--- config.mk ---
export PLATFORM = sky130hd
export DESIGN_NAME = prog_loader
export DESIGN_NICKNAME = d
export VERILOG_FILES = /design/src/rtl/prog_loader.sv
export SDC_FILE = /design/constraint.sdc
export NUM_CORES = 1
export LEC_CHECK = 0
export BUFFER_PORTS_ARGS = -buffer_cell sky130_fd_sc_hd__buf_2
export CELL_PAD_IN_SITES_DETAIL_PLACEMENT = 0
export CELL_PAD_IN_SITES_GLOBAL_PLACEMENT = 1
export CORE_AREA = 2 2 154 156
export DETAILED_ROUTE_END_ITERATION = 10
export DIE_AREA = 0 0 156 158
export PLACE_DENSITY = 0.82
export SETUP_SLACK_MARGIN = 0.3
export SYNTH_ARGS = -nofsm -noshare
export SYNTH_HDL_FRONTEND = slang
export SYNTH_SLANG_ARGS = --single-unit
--- constraint.sdc ---
create_clock -name CLK -period 5.3 [get_ports CLK]
set_input_delay 1.325 -clock CLK [delete_from_list [all_inputs] [get_ports CLK]]
set_output_delay 1.325 -clock CLK [all_outputs]
set_load 0.01 [all_outputs]
--- src/rtl/prog_loader.sv ---
// Boot-time program loader: parses a little-endian {N_I, imem words, N_D, dmem words}
// byte stream, writes both memories word by word, then releases and starts the core.
module prog_loader #(
  parameter int IADDR_WIDTH = 16,
  parameter int DADDR_WIDTH = 16
) (
  input  logic                   CLK,
  input  logic                   RST,
  input  logic [7:0]             RX_DATA,
  input  logic                   RX_VALID,
  output logic                   RX_READY,
  output logic                   IMEM_WE,
  output logic [IADDR_WIDTH-1:0] IMEM_ADDR,
  output logic [31:0]            IMEM_WDATA,
  output logic                   DMEM_WE,
  output logic [DADDR_WIDTH-1:0] DMEM_ADDR,
  output logic [31:0]            DMEM_WDATA,
  output logic                   CORE_RSTn,
  output logic                   CORE_EN,
  output logic                   START,
  output logic                   LOAD_ERR,
  output logic [31:0]            INSTR_CNT,
  output logic [31:0]            DATA_CNT
);

  // state     | meaning
  // S_I_HDR   | collecting 4-byte instruction word count
  // S_I_WORDS | assembling and writing instruction words
  // S_D_HDR   | collecting 4-byte data word count
  // S_D_WORDS | assembling and writing data words
  // S_RUN     | load done, core released (terminal)
  // S_ERR     | header too large for memory (terminal)
  localparam logic [2:0] S_I_HDR   = 3'd0;
  localparam logic [2:0] S_I_WORDS = 3'd1;
  localparam logic [2:0] S_D_HDR   = 3'd2;
  localparam logic [2:0] S_D_WORDS = 3'd3;
  localparam logic [2:0] S_RUN     = 3'd4;
  localparam logic [2:0] S_ERR     = 3'd5;

  localparam logic [32:0] I_LIMIT = 33'd1 << IADDR_WIDTH;
  localparam logic [32:0] D_LIMIT = 33'd1 << DADDR_WIDTH;

  logic [2:0]  state, state_nxt;
  logic [1:0]  byte_cnt;
  logic [31:0] asm_word;
  logic [31:0] word_full;
  logic [31:0] word_idx;
  logic [31:0] words_left;
  logic        accept;
  logic        word_done;
  logic        loading_nxt;

  assign accept    = RX_VALID && RX_READY;
  // Bytes shift in from the top, so after four bytes byte j sits at [8j+7:8j].
  assign word_full = {RX_DATA, asm_word[31:8]};
  assign word_done = accept && (byte_cnt == 2'd3);

  always_comb begin
    state_nxt = state;
    case (state)
      S_I_HDR:
        if (word_done) begin
          if ({1'b0, word_full} > I_LIMIT) state_nxt = S_ERR;
          else if (word_full == 32'd0)     state_nxt = S_D_HDR;
          else                             state_nxt = S_I_WORDS;
        end
      S_I_WORDS:
        if (word_done && (words_left == 32'd1)) state_nxt = S_D_HDR;
      S_D_HDR:
        if (word_done) begin
          if ({1'b0, word_full} > D_LIMIT) state_nxt = S_ERR;
          else if (word_full == 32'd0)     state_nxt = S_RUN;
          else                             state_nxt = S_D_WORDS;
        end
      S_D_WORDS:
        if (word_done && (words_left == 32'd1)) state_nxt = S_RUN;
      default:
        state_nxt = state;
    endcase
  end

  assign loading_nxt = (state_nxt == S_I_HDR) || (state_nxt == S_I_WORDS) ||
                       (state_nxt == S_D_HDR) || (state_nxt == S_D_WORDS);

  always_ff @(posedge CLK) begin
    if (RST) begin
      state      <= S_I_HDR;
      byte_cnt   <= 2'd0;
      asm_word   <= 32'd0;
      word_idx   <= 32'd0;
      words_left <= 32'd0;
      RX_READY   <= 1'b0;
      IMEM_WE    <= 1'b0;
      IMEM_ADDR  <= '0;
      IMEM_WDATA <= 32'd0;
      DMEM_WE    <= 1'b0;
      DMEM_ADDR  <= '0;
      DMEM_WDATA <= 32'd0;
      CORE_RSTn  <= 1'b0;
      CORE_EN    <= 1'b0;
      START      <= 1'b0;
      LOAD_ERR   <= 1'b0;
      INSTR_CNT  <= 32'd0;
      DATA_CNT   <= 32'd0;
    end else begin
      state     <= state_nxt;
      RX_READY  <= loading_nxt;
      IMEM_WE   <= 1'b0;
      DMEM_WE   <= 1'b0;
      START     <= (state_nxt == S_RUN) && (state != S_RUN);
      CORE_RSTn <= (state_nxt == S_RUN);
      CORE_EN   <= (state_nxt == S_RUN);
      LOAD_ERR  <= (state_nxt == S_ERR);
      if (accept) begin
        byte_cnt <= byte_cnt + 2'd1;
        asm_word <= word_full;
      end
      if (word_done) begin
        case (state)
          S_I_HDR: begin
            INSTR_CNT  <= word_full;
            words_left <= word_full;
            word_idx   <= 32'd0;
          end
          S_I_WORDS: begin
            IMEM_WE    <= 1'b1;
            IMEM_ADDR  <= word_idx[IADDR_WIDTH-1:0];
            IMEM_WDATA <= word_full;
            word_idx   <= word_idx + 32'd1;
            words_left <= words_left - 32'd1;
          end
          S_D_HDR: begin
            DATA_CNT   <= word_full;
            words_left <= word_full;
            word_idx   <= 32'd0;
          end
          S_D_WORDS: begin
            DMEM_WE    <= 1'b1;
            DMEM_ADDR  <= word_idx[DADDR_WIDTH-1:0];
            DMEM_WDATA <= word_full;
            word_idx   <= word_idx + 32'd1;
            words_left <= words_left - 32'd1;
          end
          default: ;
        endcase
      end
    end
  end

endmodule

### Word level (Yosys, flattened, before mapping)

Cells that the tools add are included.
W data, S select, Z words.

* latch bits: 0
* register bits: 267
* memories: 0
* RAM bits: 0
* input port bits: 11
* memory bits (read-only): 0
* output and inout port bits: 167
* word-level logic and storage cells: 65

* divide/modulo/power cells: 0
* add/subtract/negate cells: 3
* multiplexer cells: 13
* reduce and logical (&&, ||, !) cells: 19
* eq/ne operators: 11
* bitwise logic cells: 1
* multiply operators: 0
* magnitude comparators: 1
* shift-type cells: 0

Operators by type and width (number)
* $pmux W32 S2: 2
* $add A32 B1 Y32 const B: 1
* $eq A32 B1 Y1 const B: 1
* $gt A32 B17 Y1 const B: 1
* $logic_not A32 Y1: 1
* $sub A32 B1 Y32 const B: 1
* $mux W3: 7
* $eq A3 B2 Y1 const B: 4
* $pmux W3 S4: 1
* $reduce_and A2 Y1: 5
* $eq A3 B1 Y1 const B: 2
* $eq A3 B3 Y1 const B: 2
* $logic_not A3 Y1: 2
* $reduce_or A2 Y1: 3
* $logic_and A1 B1 Y1: 4
* $logic_or A1 B1 Y1: 3
* $ne A3 B3 Y1 const B: 1
* $add A2 B1 Y2 const B: 1
* $eq A2 B2 Y1 const B: 1
* $mux W1: 2
* $mux W2: 1
* $reduce_bool A2 Y1: 1
* $not A1 Y1: 1

### Longest topological paths before layout

Gate-level depths: netlist (run 1).

* depth after elaboration: 9
* mapped depth: 9
* depth with buffers taken out: 7

### Worst setup path after synthesis (run 1)

Ideal clock, no wire load.

* path kind: in2reg
* from: input port RX_VALID
* to: register DATA_CNT[16]
* library setup time: 0.070 ns
* slack: 2.676 ns
* stages: 7
* data required time: 5.230 ns
* buffers on the path: 2
* arrival time: 2.554 ns
* path through: and4b_1 > buf_2 > nand2_1 > nor2_1 > clkbuf_1 > nand2_1 > a21oi_1

* longest elaborated chain between the ends: 3

RTL lines
* from (decl): line 10 `input logic RX_VALID,`
* $logic_and A1 B1 Y1: line 53 `assign accept = RX_VALID && RX_READY;`
* $logic_and A1 B1 Y1: line 56 `assign word_done = accept && (byte_cnt == 2'd3);`
* $reduce_and A2 Y1 (no source line)
* to (signal assigned): line 133 `DATA_CNT <= word_full;`
* to (decl): line 23 `output logic [31:0] DATA_CNT`

No other way between the ends.
A chain may end at the register's enable or synchronous reset.

### Worst setup path in the final report (run 1)

* from: input port RX_VALID
* to: register DATA_CNT[23]

Same word-level chain as after synthesis.

==> run_results.csv, run 1 <==
group,metric,value,unit
sta,rsz0062_at_grt,"false",
finish,antenna_cells,0,
sta,max_freq,311,MHz
finish,nNetsFinal,1369,
routing,first_pass_iters,5,
sta,fin_crit,3.21,ns
setup_path,crit_path_max_incr_delay,0.75,ns
grt,grt_usage,23.2,%
setup_path,path_cells,"buf_2 -> and4b_1 -> nand2_1 -> nor2_2 -> buf_4 -> nand2_1 -> a21oi_1",
grt,grt_max_degree,134,
setup_path,cp.buffers_inverters,2,
sta,setup-violations-final,0,
finish,area_delta_synth_final,18.3,%
setup_path,slowest_stage,"and4b_1",
place,gp_congestion,0.787,
floorplanning,die_y,158,microns
clocking,cts-root-buf,"clkbuf_16",
setup_path,path_delay_family,"simple AND/OR/NAND/NOR gates",
power_and_ir_drop,power.density,332,nW/um^2
hold_path,min_path_type,"reg2reg",
setup_path,startpoint,"RX_VALID",
hold_path,worstHoldStart,"DMEM_WDATA[9]",
logic_synthesis,synth_nets,1252,
setup_path,crit_fanout,21,
routing,drt-vias-per-instance,5.36,
floorplanning,core-area,23100,sq um
place,place_area,10800,sq um
clocking,clock_sinks,243,
clocking,cts_resized,0,
clocking,cts_tree,"done",
clocking,clk_path_buf_depth,3,
setup_path,required,5.75,ns
sta,tns,0,ns
logic_synthesis,syn_area,9910,sq um
logic_synthesis,ys_seq_elements,243,
sta,worst_slew_pin_slew,1.20,ns
finish,final_common_cell,"nand2_1",
floorplanning,dieArea,24600,sq um
routing,drc,0,
finish,mostFrequentLayoutCells,"nand2_1 (406), dfxtp_1 (243), a21oi_1 (208)",
routing,finalWirelength,29400,microns
clocking,numCtsBuffers,26,
clocking,cts_setup_buffers,0,
floorplanning,top_level_ports,178,
logic_synthesis,netlist-cell-type-count,62,
finish,final_util,50.8,%
logic_synthesis,async_reset_ff_share,0,%
routing,ant_nets,0,
setup_path,r2r_start,"byte_cnt[0]",
grt,grt_pass1_wl,45700,microns
logic_synthesis,synth_ff_type,"dfxtp_1",
logic_synthesis,syn_avg_cell_area,8.01,sq um
place,numPlacedInstances,1616,
routing,wl_per_cell,17.7,microns
sta,hold_viol,0,
setup_path,path_class,"in2reg",
clocking,clock_latency,0.53,ns
setup_path,cp-end-kind,"register",
place,io_buffers,177,
floorplanning,core.rowCount,56,
sta,relSlewSlack,19.4,%
logic_synthesis,synth-seq-area-share,49.1,%
sta,worst_clock_skew,0.0112,ns
grt,grt_pass1_vias,8060,
grt,grt.overflow.total,0,
status,status,"completed",
job,cap_violations,0,
power_and_ir_drop,p_leak,4.63,nW
floorplanning,initial_core_util,43.0,%
routing,drt_iter0_markers,691,
setup_path,critPathMostFrequentCell,"nand2_1",
clocking,cts_hold_buf,0,
power_and_ir_drop,power,3.89,mW
logic_synthesis,syn_inst,1237,
finish,final_cell_area,11700,sq um
setup_path,cp_data_arrival_time,3.67,ns
clocking,htreeDepth,1,
finish,layoutNonFillerInstCount,1663,
logic_synthesis,synth_edf_count,0,
sta,finalCritPeriodShare,60.7,%
floorplanning,die_w,156,microns
setup_path,start_kind,"input pin",
grt,antenna_found_initial,0,
routing,vias,8915,
clocking,path_clk_slew,0.06,ns
power_and_ir_drop,ir_drop,218,uV
logic_synthesis,ys_warn_count,0,
finish,drive_above_1_share,19.4,%
place,hpwlAfterDp,18600,microns
sta,maxSlewViolCount,0,
## cell usage after synthesis, types with 7 or more instances
library cell | instances | area, sq um
nand2_1 | 408 | 1530
nor3_1 | 15 | 75.1
nand4_1 | 8 | 50.1
o21ai_0 | 25 | 125
xor2_1 | 9 | 78.8
nor2b_1 | 9 | 56.3
xnor2_1 | 7 | 61.3
a221oi_1 | 7 | 61.3
o31ai_1 | 7 | 52.6
nand3_1 | 15 | 75.1
buf_2 | 9 | 45.0
dfxtp_1 | 243 | 4860
nor2_1 | 46 | 173
a21oi_1 | 208 | 1040
nor4_1 | 18 | 113
mux2i_1 | 19 | 190
clkbuf_1 | 71 | 267
## where the power goes
part	switching [mW]	leakage, nW	internal, mW	total (mW)
Clock	0.757	0.460	1.21	1.96
Sequential	0.0148	1.96	1.83	1.85
Combinational	0.0615	2.21	0.0179	0.0794
## flip-flops by register name, indices dropped and copies added (netlist names)
signal,count
CORE_EN,1
DATA_CNT,32
DMEM_ADDR,16
DMEM_WDATA,32
DMEM_WE,1
IMEM_ADDR,16
IMEM_WDATA,32
IMEM_WE,1
INSTR_CNT,32
LOAD_ERR,1
RX_READY,1
START,1
asm_word,24
byte_cnt,2
state,3
word_idx,16
words_left,32
## stage by stage
step	hold WS [ns]	setup WS, ns
after floorplan	0.440	2.68
after global placement	0.439	1.64
after detailed placement	0.443	1.58
after CTS	0.452	2.11
after global routing	0.463	1.93
final	0.452	2.09
## kinds of logic after synthesis
family	after synthesis	share of synthesized area, %
XOR/XNOR	16	1.41
adder cells (fa/ha/maj)	4	0.505
buffers and inverters	107	5.34
AND/OR/NAND/NOR	568	25.9
multiplexers	19	1.92
flip-flops	243	49.1
AO/OA/AOI/OAI	280	15.8
## path summary, 6_finish.rpt
kind / end / slack [ns] / cells after the start
setup / recovery: DATA_CNT[23] / 2.09 / 7
hold / removal: DMEM_WDATA[9] / 0.45 / 2
setup reg to reg: DATA_CNT[23] / 2.44 / 7
hold reg to reg: DMEM_WDATA[9] / 0.45 / 2
## worst min-delay path: cells and delay by family, from the launching register on
| family | cells | cell delay (ns) |
|---|---|---|
| simple gates | 1 | 0.05 |
| compound gates | 1 | 0.05 |
| flops | 1 | 0.31 |
## cell type report
class	count	area (sq um)
fill	2258	11300
timing repair buffer	190	990
clock inverter	11	171
multi-input combinational	887	4540
inverter	6	22.5
sequential	243	4860
clock buffer	36	768
tap	290	363
## layer usage
layer | share of wire [%] | wire length, microns | global-route usage, % | vias up
met1 | 45 | 13100 | 31.8 | 4174
met2 | 46 | 13400 | 37.0 | 281
met3 | 6.9 | 2030 | 4.52 | 56
li1 | - | - | - | 4404
met5 | 0 | 0 | 0 | -
met4 | 2.9 | 864 | 7.34 | 0
(Power assumes the default switching activity.)
==> run 2: changes to the inputs <==
Settings changed: CORE_AREA 2 2 154 156 to 2 2 159 161, DIE_AREA 0 0 156 158 to 0 0 161 163, PLACE_DENSITY 0.82 to 0.78.
Clock period 5.3 ns to 3.05 ns, I/O delays scaled along.
==> run 2 against run 1 <==
  * Clock power grew 67%
  * Utilization fell by 2.7 points
  * Combinational power rose by 85%
  * Non-clock buffer count up 13
  * Global-route usage decreased by 0.72 points
  * Wire length is 2.9% higher
  * First-iteration DRC count down 12%
  * Via count increased by 0.83%
  * Critical path type is now reg2reg
==> run_results.csv, run 2 (synthesis results as in run 1) <==
group,metric,value,unit
routing,finalWirelength,30300,microns
clocking,numCtsBuffers,26,
finish,final_common_cell,"nand2_1",
power_and_ir_drop,clockPowerShare,49.4,%
clocking,clock_latency,0.54,ns
floorplanning,top_level_ports,178,
power_and_ir_drop,p_seq_share,48.4,%
setup_path,startpoint,"words_left[0]",
sta,hold_viol,0,
job,cap_violations,0,
floorplanning,core.rowCount,58,
clocking,cts-root-buf,"clkbuf_16",
setup_path,crit_fanout,9,
routing,vias,8989,
setup_path,path_class,"reg2reg",
setup_path,r2r_start,"words_left[0]",
setup_path,start_kind,"register",
clocking,cts_setup_buffers,0,
sta,tns,0,ns
finish,drive_above_1_share,19.7,%
power_and_ir_drop,p_switching,1.45,mW
floorplanning,die_y,163,microns
setup_path,cp_data_arrival_time,2.65,ns
floorplanning,initial_core_util,40.1,%
setup_path,r2r_end,"words_left[10]",
power_and_ir_drop,ir_drop,377,uV
power_and_ir_drop,power,6.63,mW
sta,fin_crit,2.26,ns
grt,antenna_found_initial,0,
routing,ant_nets,0,
finish,mostFrequentLayoutCells,"nand2_1 (406), dfxtp_1 (243), a21oi_1 (208)",
setup_path,required,3.44,ns
place,gp_congestion,0.819,
finish,layoutNonFillerInstCount,1714,
grt,grt_max_degree,74,
sta,setup-violations-final,0,
routing,drt-vias-per-instance,5.24,
clocking,cts_hold_buf,0,
setup_path,timing.reg2reg.worst_path_depth,7,
sta,max_freq,442,MHz
floorplanning,die_w,161,microns
floorplanning,core-area,24700,sq um
finish,nNetsFinal,1382,
setup_path,reg2reg_slack,0.79,ns
hold_path,worstHoldStart,"INSTR_CNT[9]",
clocking,htreeDepth,1,
sta,worst_slew_pin_slew,0.907,ns
hold_path,min_path_type,"reg2reg",
sta,hold_slack,0.450,ns
sta,rsz0062_at_grt,"false",
finish,area_delta_synth_final,19.9,%
clocking,cts_resized,0,
routing,drt_iter0_markers,610,
routing,first_pass_iters,6,
grt,grt_pass1_wl,47500,microns
clocking,cts_tree,"done",
clocking,clock_sinks,243,
power_and_ir_drop,combPwrFrac,2.2,%
grt,grt_usage,22.5,%
sta,finalCritPeriodShare,74.1,%
place,hpwlAfterDp,19700,microns
power_and_ir_drop,p_leak,4.68,nW
place,numPlacedInstances,1669,
sta,relSlewSlack,39.4,%
grt,grt.overflow.total,0,
finish,antenna_cells,0,
grt,grt_pass1_vias,8334,
power_and_ir_drop,netSwitchingFraction,21.9,%
floorplanning,dieArea,26200,sq um
sta,maxSlewViolCount,0,
place,io_buffers,177,
power_and_ir_drop,power.density,558,nW/um^2
clocking,clk_path_buf_depth,3,
setup_path,cp-end-kind,"register",
sta,worst_clock_skew,0.0110,ns
routing,wl_per_cell,17.7,microns
status,status,"completed",
power_and_ir_drop,p_int,5.18,mW
hold_path,whs_path_depth,2,
routing,drc,0,
clocking,path_clk_slew,0.06,ns
hold_path,whs_endpoint,"INSTR_CNT[9]",
-- run 2: cell count changes in the layout (fill, tap and decap cells not counted), sizes merged --
cell,previous run,this run
buf,190,203
clkbuf,36,34
clkinv,5,4
clkinvlp,2,3
-- run 2: per-stage QoR --
step | utilization [%] | cell area [sq um] | setup WS (ns)
2_1_floorplan | - | 9910 | 0.988
3_3_place_gp | 44.6 | 11000 | 0.684
3_5_place_dp | 44.6 | 11000 | 0.603
4_1_cts | 48.1 | 11900 | 0.766
5_1_grt | 48.1 | 11900 | 0.552
6_report | 48.1 | 11900 | 0.789
-- run 2: area by class of cell --
class                      instances  area (sq um)
fill                            2484         12800
tap                              330           413
clock buffer                      34           701
inverter                           6          22.5
timing repair buffer             203          1160
multi-input combinational        887          4540
sequential                       243          4860
clock inverter                    11           178
-- run 2: metal layers --
metal	part of all wire, %	routed length [microns]	up-vias	GRT usage [%]
li1	-	-	4426	-
met3	5.8	1760	33	4.43
met5	0	0	-	0
met4	1.5	463	0	4.79
met2	47	14300	229	37.1
met1	46	13800	4301	30.6
-- run 2: power by group through the flow --
stage / combinational (mW) / sequential, mW / clock, mW
floorplan: 0.106 / 3.26 / 0
global placement: 0.145 / 3.28 / 0
detailed placement: 0.146 / 3.28 / 0
CTS: 0.146 / 3.21 / 3.34
global route: 0.160 / 3.21 / 3.46
finish: 0.147 / 3.21 / 3.28
-- run 2: worst max-delay path by stage --
stage               cells after the start        endpoint
finish                                  7  words_left[10]
floorplan                               7    DATA_CNT[16]
detailed placement                      8   IMEM_WDATA[0]
global placement                        8   IMEM_WDATA[1]
global route                            7  words_left[10]
CTS                                     7  words_left[10]
-- run 2: worst max-delay path, cell delays in order, from the launching register on --
cell	delay, ns
dfxtp_1	0.33
inv_1	0.10
ha_1	0.22
or4b_1	0.68
nor4_1	0.45
xor2_1	0.13
o21ai_1	0.14
a21oi_1	0.07
==> run 3: changes to the inputs <==
Settings changed: ABC_AREA set to 1, CORE_AREA 2 2 159 161 to 2 2 157 159, DIE_AREA 0 0 161 163 to 0 0 159 161.
Clock period 3.05 ns to 2.4 ns, I/O delays scaled along.
==> run 3 against run 2 <==
  * Via count is 2.8% lower
  * Non-clock buffer count is 3 lower
  * Die area is 2.5% lower
  * Area after synthesis is 2.4% lower
  * Clock skew is 0.0042 ns lower
  * Wire length is 6.9% lower
  * Maximum frequency is 17% higher
  * Clock-buffer cell count is 4 higher
  * Cell count is 0.18% lower
  * Cell area is 1.3% lower
  * First-iteration DRC count is 5.6% higher
  * Critical endpoint is now word_idx[12]
==> run_results.csv, run 3 <==
group,metric,value,unit
status,status,"completed",
hold_path,min_path_type,"in2reg",
floorplanning,die_w,159,microns
routing,drt-vias-per-instance,5.11,
power_and_ir_drop,p_seq_share,48.8,%
clocking,cts-root-buf,"clkbuf_16",
sta,max_freq,518,MHz
power_and_ir_drop,clockPowerShare,46.6,%
logic_synthesis,synth_nets,1235,
power_and_ir_drop,ir_drop,553,uV
logic_synthesis,synth_area_leaders,"dfxtp_1 (50%), o21ai_0 (9.4%), a21oi_1 (9.0%)",
setup_path,start_kind,"register",
logic_synthesis,synth.most_common_cell,"dfxtp_1",
logic_synthesis,async_reset_ff_share,0,%
setup_path,critPathMostFrequentCell,"nand3_1",
sta,hold_slack,0.395,ns
power_and_ir_drop,combPwrFrac,4.5,%
place,pre_cts_slack,0.248,ns
setup_path,crit_fanout,10,
floorplanning,core.rowCount,57,
sta,finalCritPeriodShare,80.4,%
clocking,cts_tree,"done",
power_and_ir_drop,netSwitchingFraction,23.2,%
logic_synthesis,synth_ff_type,"dfxtp_1",
place,gp_congestion,0.864,
finish,final_common_cell,"dfxtp_1",
routing,first_pass_iters,5,
clocking,cts_hold_buf,0,
setup_path,startpoint,"byte_cnt[0]",
sta,fin_crit,1.93,ns
clocking,numCtsBuffers,26,
sta,relSlewSlack,64.6,%
place,hpwlAfterDp,19400,microns
setup_path,path_class,"reg2reg",
finish,layoutNonFillerInstCount,1711,
sta,setup-violations-final,0,
power_and_ir_drop,p_switching,1.96,mW
setup_path,required,2.81,ns
logic_synthesis,synth_mux_area_share,0,%
sta,worst_slew_pin_slew,0.530,ns
logic_synthesis,synth_fa_ha_area_share,0.518,%
place,place_area,10900,sq um
sta,rsz0062_at_grt,"true",
sta,tns,0,ns
finish,drive_above_1_share,19.9,%
grt,grt_pass1_wl,44900,microns
logic_synthesis,syn_area,9670,sq um
clocking,clock_sinks,243,
power_and_ir_drop,power,8.42,mW
hold_path,worstHoldStart,"RX_DATA[3]",
sta,hold_viol,0,
routing,drc,0,
clocking,htreeDepth,1,
logic_synthesis,synth_xor_area_share,1.45,%
routing,finalWirelength,28200,microns
setup_path,cp-end-kind,"register",
setup_path,cp_data_arrival_time,2.34,ns
floorplanning,initial_core_util,40.3,%
finish,mostFrequentLayoutCells,"dfxtp_1 (243), o21ai_0 (182), buf_2 (177)",
sta,maxSlewViolCount,0,
setup_path,crit_path_max_incr_delay,0.36,ns
place,numPlacedInstances,1664,
logic_synthesis,netlist.top_cell.by_area,"dfxtp_1",
place,io_buffers,177,
power_and_ir_drop,p_leak,5.11,nW
grt,grt_pass1_vias,8095,
floorplanning,dieArea,25600,sq um
routing,drt_iter0_markers,644,
setup_path,path_cells,"ha_1 -> inv_1 -> nor2_4 -> nand2_4 -> inv_2 -> nand3_1 -> nor3_2 -> nand3_1 -> nor4_2 -> nor3_1",
sta,fin_ws,0.470,ns
power_and_ir_drop,p_int,6.47,mW
logic_synthesis,synth-simple-area-share,16.5,%
logic_synthesis,synth_commonest_cells,"dfxtp_1 (243), o21ai_0 (182), a21oi_1 (173)",
setup_path,slowest_stage,"dfxtp_1",
finish,final_util,48.9,%
floorplanning,top_level_ports,178,
logic_synthesis,synth_compound_area_share,24.0,%
finish,nNetsFinal,1385,
logic_synthesis,synth_edf_count,0,
routing,vias,8738,
logic_synthesis,synth_top_family_by_area,"compound AO/OA/AOI/OAI gates",
routing,ant_nets,0,
finish,area_delta_synth_final,21.3,%
logic_synthesis,ys_warn_count,0,
logic_synthesis,syn_avg_cell_area,7.92,sq um
sta,worst_clock_skew,0.00679,ns
grt,antenna_found_initial,0,
grt,grt_max_degree,96,
logic_synthesis,ys_seq_elements,243,
routing,wl_per_cell,16.5,microns
logic_synthesis,synth-seq-area-share,50.3,%
finish,antenna_cells,0,
logic_synthesis,netlist-cell-type-count,37,
job,cap_violations,0,
finish,final_cell_area,11700,sq um
floorplanning,core-area,24000,sq um
clocking,path_clk_slew,0.06,ns
logic_synthesis,synth_top_area_share,50.3,%
grt,grt.overflow.total,0,
clocking,clk_path_buf_depth,3,
logic_synthesis,syn_inst,1220,
clocking,clock_latency,0.53,ns
power_and_ir_drop,power.density,718,nW/um^2
setup_path,r2r_start,"byte_cnt[0]",
grt,grt_usage,21.6,%
floorplanning,die_y,161,microns
[run 3: changes by cell type after synthesis, sizes merged, moves of 9 or more]
cell,change
o211ai,+9
nand3,+17
o21ai,+158
nor2b,-9
nor4,-24
mux2i,-19
a211oi,+50
buf,+14
a221oi,-10
inv,+79
a21oi,-35
nor2,+123
nand2,-282
clkbuf,-37
[run 3: per-layer routing]
metal	vias up	global-route usage, %	wire [microns]
met4	0	4.50	395
met1	4056	30.4	13200
met2	211	35.2	13000
li1	4440	-	-
met3	31	3.42	1560
met5	-	0	0
[run 3: kinds of logic after synthesis]
logic type,after synthesis
AO/OA/AOI/OAI,428
AND/OR/NAND/NOR,365
flip-flops,243
buffers and inverters,164
XOR/XNOR,16
adder cells (fa/ha/maj),4
[run 3: cell type report]
class	count	area, sq um
repair buffers	200	1160
clock buffers	38	756
flip-flops and latches	243	4860
clock inverters	7	91.3
inverters	86	324
multi-input cells	813	4130
fillers	2419	12200
well taps	324	405
[run 3: what timing repair did]
action / in CTS / in global routing
setup endpoints to repair: 0 / 5
gates resized for setup: 0 / 4
setup buffers: 0 / 2
[run 3: final timing paths]
kind / endpoint / cells after the start / slack, ns
worst max register to register: word_idx[12] / 10 / 0.47
worst max-delay path: word_idx[12] / 10 / 0.47
worst min-delay path: asm_word[27] / 3 / 0.39
worst min register to register: words_left[31] / 2 / 0.47
[run 3: critical path: cells and delay by family, from the launching register on]
kind / cells / cell delay (ns)
buf+inv: 2 / 0.20
simple gates: 7 / 1.06
fa+ha+maj: 1 / 0.18
flops: 1 / 0.36
[run 3: power groups by stage]
stage               Sequential [mW]  Combinational, mW  Clock [mW]
finish                         4.11              0.382        3.93
global route                   4.11              0.428        4.18
CTS                            4.11              0.381        4.00
detailed placement             4.20              0.379           0
global placement               4.20              0.378           0
floorplan                      4.19              0.239           0
